## config.mk

```make
export PLATFORM = sky130hd
export DESIGN_NAME = adc_capture
export DESIGN_NICKNAME = d
export VERILOG_FILES = /design/src/rtl/adc_capture.sv
export SDC_FILE = /design/constraint.sdc
export NUM_CORES = 2
export LEC_CHECK = 0
export BUFFER_PORTS_ARGS = -buffer_cell sky130_fd_sc_hd__buf_4
export CAP_MARGIN = 20
export CORE_MARGIN = 4
export CORE_UTILIZATION = 43
export CTS_BUF_LIST = sky130_fd_sc_hd__clkbuf_8
export DETAILED_ROUTE_END_ITERATION = 7
export HOLD_SLACK_MARGIN = 0.1
export SYNTH_ARGS = -nofsm -noshare
export SYNTH_HDL_FRONTEND = slang
export SYNTH_SLANG_ARGS = --single-unit
```

## constraint.sdc

```tcl
create_clock -name clk -period 5.4 [get_ports clk]
set_clock_uncertainty 0.1 [all_clocks]
set_input_delay 1.08 -clock clk [delete_from_list [all_inputs] [get_ports clk]]
set_output_delay 1.08 -clock clk [all_outputs]
set_load 0.01 [all_outputs]
```

## src/rtl/adc_capture.sv

```systemverilog
// ADC capture front end: waits for a qualified PLL lock, divides the core clock
// into the ADC sample clock and stores DEPTH words per trigger into a read-back buffer.
module adc_capture #(
    parameter int ADC_BITS    = 10,
    parameter int CLK_DIV     = 4,
    parameter int DEPTH       = 256,
    parameter int ADDR_W      = 8,
    parameter int LOCK_CYCLES = 1024
) (
    input  logic                clk,
    input  logic                reset,
    input  logic                pll_lock,
    input  logic                trig,
    input  logic [ADC_BITS-1:0] adc_data,
    output logic                adc_clk,
    output logic                ready,
    output logic                busy,
    output logic                done,
    output logic [ADDR_W:0]     sample_count,
    input  logic                rd_en,
    input  logic [ADDR_W-1:0]   rd_addr,
    output logic [ADC_BITS-1:0] rd_data,
    output logic                rd_valid,
    output logic [1:0]          state_o
);

    localparam int DIV_W  = $clog2(CLK_DIV);
    localparam int LOCK_W = $clog2(LOCK_CYCLES + 1);
    localparam int SC_W   = ADDR_W + 1;
    localparam int HALF   = CLK_DIV / 2;

    typedef enum logic [1:0] {
        S_WAIT_LOCK = 2'd0,
        S_IDLE      = 2'd1,
        S_CAPTURE   = 2'd2,
        S_DONE      = 2'd3
    } state_t;

    state_t                state_q, state_d;
    logic                  lock_meta_q, lock_s_q;
    logic [LOCK_W-1:0]     lock_cnt_q, lock_cnt_d;
    logic [DIV_W-1:0]      div_cnt_q, div_cnt_d;
    logic                  adc_clk_q, adc_clk_d;
    logic [ADDR_W-1:0]     wr_addr_q, wr_addr_d;
    logic [SC_W-1:0]       sample_count_q, sample_count_d;
    logic [ADC_BITS-1:0]   rd_data_q;
    logic                  rd_valid_q;
    logic [ADC_BITS-1:0]   mem_q [DEPTH];
    logic                  strobe;
    logic                  write_en;

    // Strobe lands on the cycle adc_clk falls; lock loss masks any write in that cycle.
    assign strobe   = (state_q != S_WAIT_LOCK) && (div_cnt_q == DIV_W'(HALF));
    assign write_en = (state_q == S_CAPTURE) && lock_s_q && strobe;

    always_ff @(posedge clk) begin
        if (reset) begin
            state_q     <= S_WAIT_LOCK;
            lock_meta_q <= 1'b0;
            lock_s_q    <= 1'b0;
        end else begin
            state_q     <= state_d;
            lock_meta_q <= pll_lock;
            lock_s_q    <= lock_meta_q;
        end
    end

    always_comb begin
        state_d = state_q;
        case (state_q)
            S_WAIT_LOCK: if (lock_s_q && lock_cnt_q == LOCK_W'(LOCK_CYCLES - 1)) state_d = S_IDLE;
            S_IDLE, S_DONE: begin
                if (!lock_s_q)  state_d = S_WAIT_LOCK;
                else if (trig)  state_d = S_CAPTURE;
            end
            S_CAPTURE: begin
                if (!lock_s_q) state_d = S_WAIT_LOCK;
                else if (strobe && sample_count_q == SC_W'(DEPTH - 1)) state_d = S_DONE;
            end
            default: state_d = S_WAIT_LOCK;
        endcase
    end

    always_comb begin
        ready = (state_q == S_IDLE) || (state_q == S_DONE);
        busy  = (state_q == S_CAPTURE);
        done  = (state_q == S_DONE);
    end

    always_comb begin
        lock_cnt_d = '0;
        if (state_q == S_WAIT_LOCK && state_d == S_WAIT_LOCK && lock_s_q)
            lock_cnt_d = lock_cnt_q + 1'b1;

        // Divider starts from zero on the first qualified cycle so adc_clk tracks div_cnt exactly.
        div_cnt_d = '0;
        if (state_q != S_WAIT_LOCK && state_d != S_WAIT_LOCK)
            div_cnt_d = (div_cnt_q == DIV_W'(CLK_DIV - 1)) ? '0 : div_cnt_q + 1'b1;
        adc_clk_d = (state_d != S_WAIT_LOCK) && (div_cnt_d < DIV_W'(HALF));

        wr_addr_d      = wr_addr_q;
        sample_count_d = sample_count_q;
        if ((state_q == S_IDLE || state_q == S_DONE) && state_d == S_CAPTURE) begin
            wr_addr_d      = '0;
            sample_count_d = '0;
        end else if (write_en) begin
            wr_addr_d      = wr_addr_q + 1'b1;
            sample_count_d = sample_count_q + 1'b1;
        end
    end

    always_ff @(posedge clk) begin
        if (reset) begin
            lock_cnt_q     <= '0;
            div_cnt_q      <= '0;
            adc_clk_q      <= 1'b0;
            wr_addr_q      <= '0;
            sample_count_q <= '0;
        end else begin
            lock_cnt_q     <= lock_cnt_d;
            div_cnt_q      <= div_cnt_d;
            adc_clk_q      <= adc_clk_d;
            wr_addr_q      <= wr_addr_d;
            sample_count_q <= sample_count_d;
        end
    end

    // Buffer has no reset so it maps onto block RAM.
    always_ff @(posedge clk) begin
        if (write_en) mem_q[wr_addr_q] <= adc_data;
    end

    // Read handshake: no backpressure; rd_en in cycle N gives rd_valid with
    // rd_data in N+1, and rd_data holds whenever rd_valid is low.
    always_ff @(posedge clk) begin
        if (reset) begin
            rd_data_q  <= '0;
            rd_valid_q <= 1'b0;
        end else begin
            rd_valid_q <= rd_en;
            if (rd_en) rd_data_q <= mem_q[rd_addr];
        end
    end

    assign adc_clk      = adc_clk_q;
    assign sample_count = sample_count_q;
    assign rd_data      = rd_data_q;
    assign rd_valid     = rd_valid_q;
    assign state_o      = state_q;

endmodule

```

==> flow_metrics.py <==
metrics = {
    "finish": {
        "drive_gt1_frac": 0.227,
        "final_area_um2": 113000,
        "syn_to_final_growth_pct": 11.8,
        "final_nets": 5347,
        "stdcell_count": 8782,
    },
    "worst_setup_path": {
        "cp_slowest_stage_delay_ps": 850,
        "slowest_stage": "nor2_1",
        "crit_path_start_kind": "register",
        "crit_arrival_ps": 4650,
        "critPathMaxFanout": 10,
        "crit_required_ps": 5980,
        "r2r_slack_ps": 1330,
        "critical_path.top_delay_family": "simple AND/OR/NAND/NOR gates",
        "path_class": "reg2reg",
        "crit_chain": "nor2b_1, and3_1, and3_1, nand2_1, buf_4, nor2_1",
        "crit_top_cell": "and3_1",
        "endpoint_kind": "register",
        "crit_buf_inv": 1,
    },
    "logic_synthesis": {
        "synth.avg_cell_area_um2": 20.7,
        "synth.top_cell.area_share": 0.758,
        "synth-edff-count": 2560,
        "synthCells": 4899,
        "synth_cell_types": 80,
        "syn_nets": 4931,
        "synth_top_area_cell": "edfxtp_1",
        "yosysWarningCount": 0,
        "async_reset_ff_frac": 0,
        "synthTopCellsByArea": "edfxtp_1 (76%), mux4_2 (11%), mux2i_1 (3.1%)",
        "ys_ff_latch": 2606,
        "synth_flop_cell": "edfxtp_1",
        "yosysSeqAreaShare": 0.767,
        "synth_area_um2": 101000,
    },
    "status": {
        "status": "complete, no violations",
    },
    "drt": {
        "vias": 52000,
        "via_per_inst": 5.92,
        "wl_per_cell_um": 31.1,
        "wl_mm": 273,
        "drt.antenna.violating_nets": 0,
        "drt_iter0_drc": 6418,
        "drc": 0,
        "dr.pass1.iters": 6,
    },
    "global_routing": {
        "top_usage_layer": "met2",
        "grt_max_degree": 164,
        "grtUsageMet3": 0.0520,
        "grt_use_met2": 0.338,
        "antenna_found_initial": 8,
        "track_usage": 0.221,
        "grt_pass1_wl_mm": 388,
        "first_global_vias": 51700,
        "grt-ovfl-total": 0,
        "grt_use_met1": 0.316,
    },
    "clock_network": {
        "cts_setup_buffers": 0,
        "cts_resized": 0,
        "cts-buffers-inserted": 423,
        "clock_latency_ps": 1110,
        "cts.clk_slew.worst_paths_ps": 60,
        "cts_tree": "done",
        "cts_buffer_depth": 4,
        "root_buffer": "clkbuf_8",
        "htree_num_levels": 5,
        "cts_num_sinks": 2606,
    },
    "place": {
        "hpwl_mm": 169,
        "place_area_um2": 106000,
        "gp_congestion": 0.875,
        "dp.cells": 8007,
        "portBuffers": 48,
    },
    "floorplanning": {
        "ios": 49,
        "core_um2": 235000,
        "die_h_um": 494,
        "start_util": 0.432,
        "die_x_um": 494,
        "die_area_um2": 244000,
        "fp-row-count": 178,
    },
    "pwr": {
        "clkPwrFrac": 0.389,
        "pwr-share-comb": 0.049,
        "switching_share": 0.226,
        "leakage_nw": 36.2,
        "cellPowerDensity_nw_per_um2": 349,
        "seq_power_share": 0.562,
        "power_switching_mw": 8.95,
        "cellInternalPower_mw": 30.6,
        "vdd_drop_max_v": 0.000272,
    },
    "min_path": {
        "hold_class": "in2reg",
    },
    "sta": {
        "worst_pin_slew_ps": 1260,
        "setup_viol": 0,
        "slew_viol_final": 0,
        "relSlewSlack": 0.160,
        "layout_min_cycle_time_ps": 4070,
        "clock.fmax_ghz": 0.246,
        "fin_crit_sh": 0.753,
        "finalHoldViolCount": 0,
        "tns_ps": 0,
        "rsz0062_at_grt": "false",
    },
    "job": {
        "maxCapViolCount": 0,
    },
}
power by group through the flow:
stage	sequential, mW	combinational [mW]	clock (mW)
final	22.2	1.93	15.4
after global routing	22.2	2.01	16.6
after CTS	22.2	1.93	15.7
after detailed placement	22.7	1.92	0
after global placement	22.7	1.90	0
after floorplan	22.6	1.01	0
synth_stat cells, types with 10 or more instances:
master and number:
a21oi_1 50, a31oi_1 20, a211oi_1 28, a22o_1 10, nor2b_1 17, xor2_1 12
or3_1 10, mux2i_1 314, buf_4 30, nand4_1 16, buf_6 51, clkbuf_1 93
mux4_1 34, and3_1 10, o21ai_0 40, a2111oi_0 24, o221ai_1 57, a22oi_1 54
a32oi_1 11, edfxtp_1 2560, nand2_1 151, nor2_1 325, mux4_2 483, dfxtp_1 46
buf_8 31, o22ai_1 107, nor4_1 17, nor3_1 37, nand3_1 50, buf_2 64
stage by stage:
step	worst slack [ps]	hold slack (ps)	power, mW	utilization
final	1330	300	39.6	0.483
after floorplan	2220	307	23.7	-
after detailed placement	545	323	24.6	0.450
after global placement	503	319	24.6	0.449
after global routing	1200	246	40.8	0.483
after CTS	1270	219	39.8	0.481
worst paths after layout:
path / startpoint / depth (start not counted) / to
hold / removal: adc_data[8] / 1 / mem_q[231][8]
setup reg to reg: state_o[1] / 6 / mem_q[254][9]
setup / recovery: state_o[1] / 6 / mem_q[254][9]
hold reg to reg: lock_cnt_q[10] / 2 / lock_cnt_q[10]
cells in the final DEF (no fill, tap or decap), types with 7 or more instances in the layout:
| cell | Yosys | final |
|---|---|---|
| dfxtp_1 | 46 | 46 |
| o22ai_1 | 107 | 107 |
| nand4_1 | 16 | 16 |
| nand2_1 | 151 | 151 |
| a22o_1 | 10 | 10 |
| a211oi_1 | 28 | 28 |
| xor2_1 | 12 | 12 |
| nand3_1 | 50 | 50 |
| nor2_1 | 325 | 324 |
| o21ai_0 | 40 | 40 |
| clkinv_2 | 0 | 34 |
| nand2b_1 | 7 | 7 |
| inv_1 | 7 | 138 |
| buf_4 | 30 | 209 |
| mux4_1 | 34 | 34 |
| and3_1 | 10 | 10 |
| o2111ai_1 | 7 | 7 |
| clkinv_1 | 1 | 119 |
| o22a_1 | 9 | 9 |
| a22oi_1 | 54 | 54 |
| ha_1 | 9 | 9 |
| a31oi_1 | 20 | 20 |
| nor2b_1 | 17 | 14 |
| clkbuf_8 | 0 | 438 |
| nor3_1 | 37 | 36 |
| a21oi_1 | 50 | 50 |
| a32oi_1 | 11 | 11 |
| edfxtp_1 | 2560 | 2560 |
| buf_8 | 31 | 14 |
| or3_1 | 10 | 10 |
| mux4_2 | 483 | 483 |
| a2111oi_0 | 24 | 21 |
| buf_12 | 7 | 35 |
| buf_6 | 51 | 14 |
| nor4_1 | 17 | 17 |
| o221ai_1 | 57 | 57 |
| mux2i_1 | 314 | 314 |
| xnor2_1 | 7 | 7 |
final cells by class:
cell class / count / area, µm²
repair buffers: 283 / 2720
well taps: 3150 / 3940
clock buffers: 438 / 6030
inverters: 8 / 35.0
diodes: 5 / 12.5
multi-input cells: 1993 / 21500
flip-flops and latches: 2606 / 77800
fillers: 19100 / 122000
clock inverters: 299 / 1370
sequential cells by signal (all words and copies together), names as in the netlist:
| name | flops |
|---|---|
| rd_valid | 1 |
| sample_count | 9 |
| adc_clk | 1 |
| mem_q | 2560 |
| state_o | 2 |
| lock_cnt_q | 11 |
| div_cnt_q | 2 |
| rd_data | 10 |
| wr_addr_q | 8 |
| lock_meta_q | 1 |
| lock_s_q | 1 |
kinds of logic after synthesis:
group | synth area share
xor+xnor | 0.00164
mux | 0.147
flops | 0.767
fa+ha+maj | 0.00111
simple gates | 0.0290
compound gates | 0.0324
buf+inv | 0.0217
what timing repair did:
action	4_1_cts	5_1_grt
setup endpoints to repair	0	0
hold endpoints to repair	4	0
hold buffers	3	0
per-layer routing:
metal	routed length, µm	part of all wire	up-vias
met1	113000	0.41	27700
met3	24600	0.090	488
met2	126000	0.46	2566
met5	42	0.00015	-
li1	-	-	21300
met4	9200	0.034	6
Power figures use the tool's default switching activity.
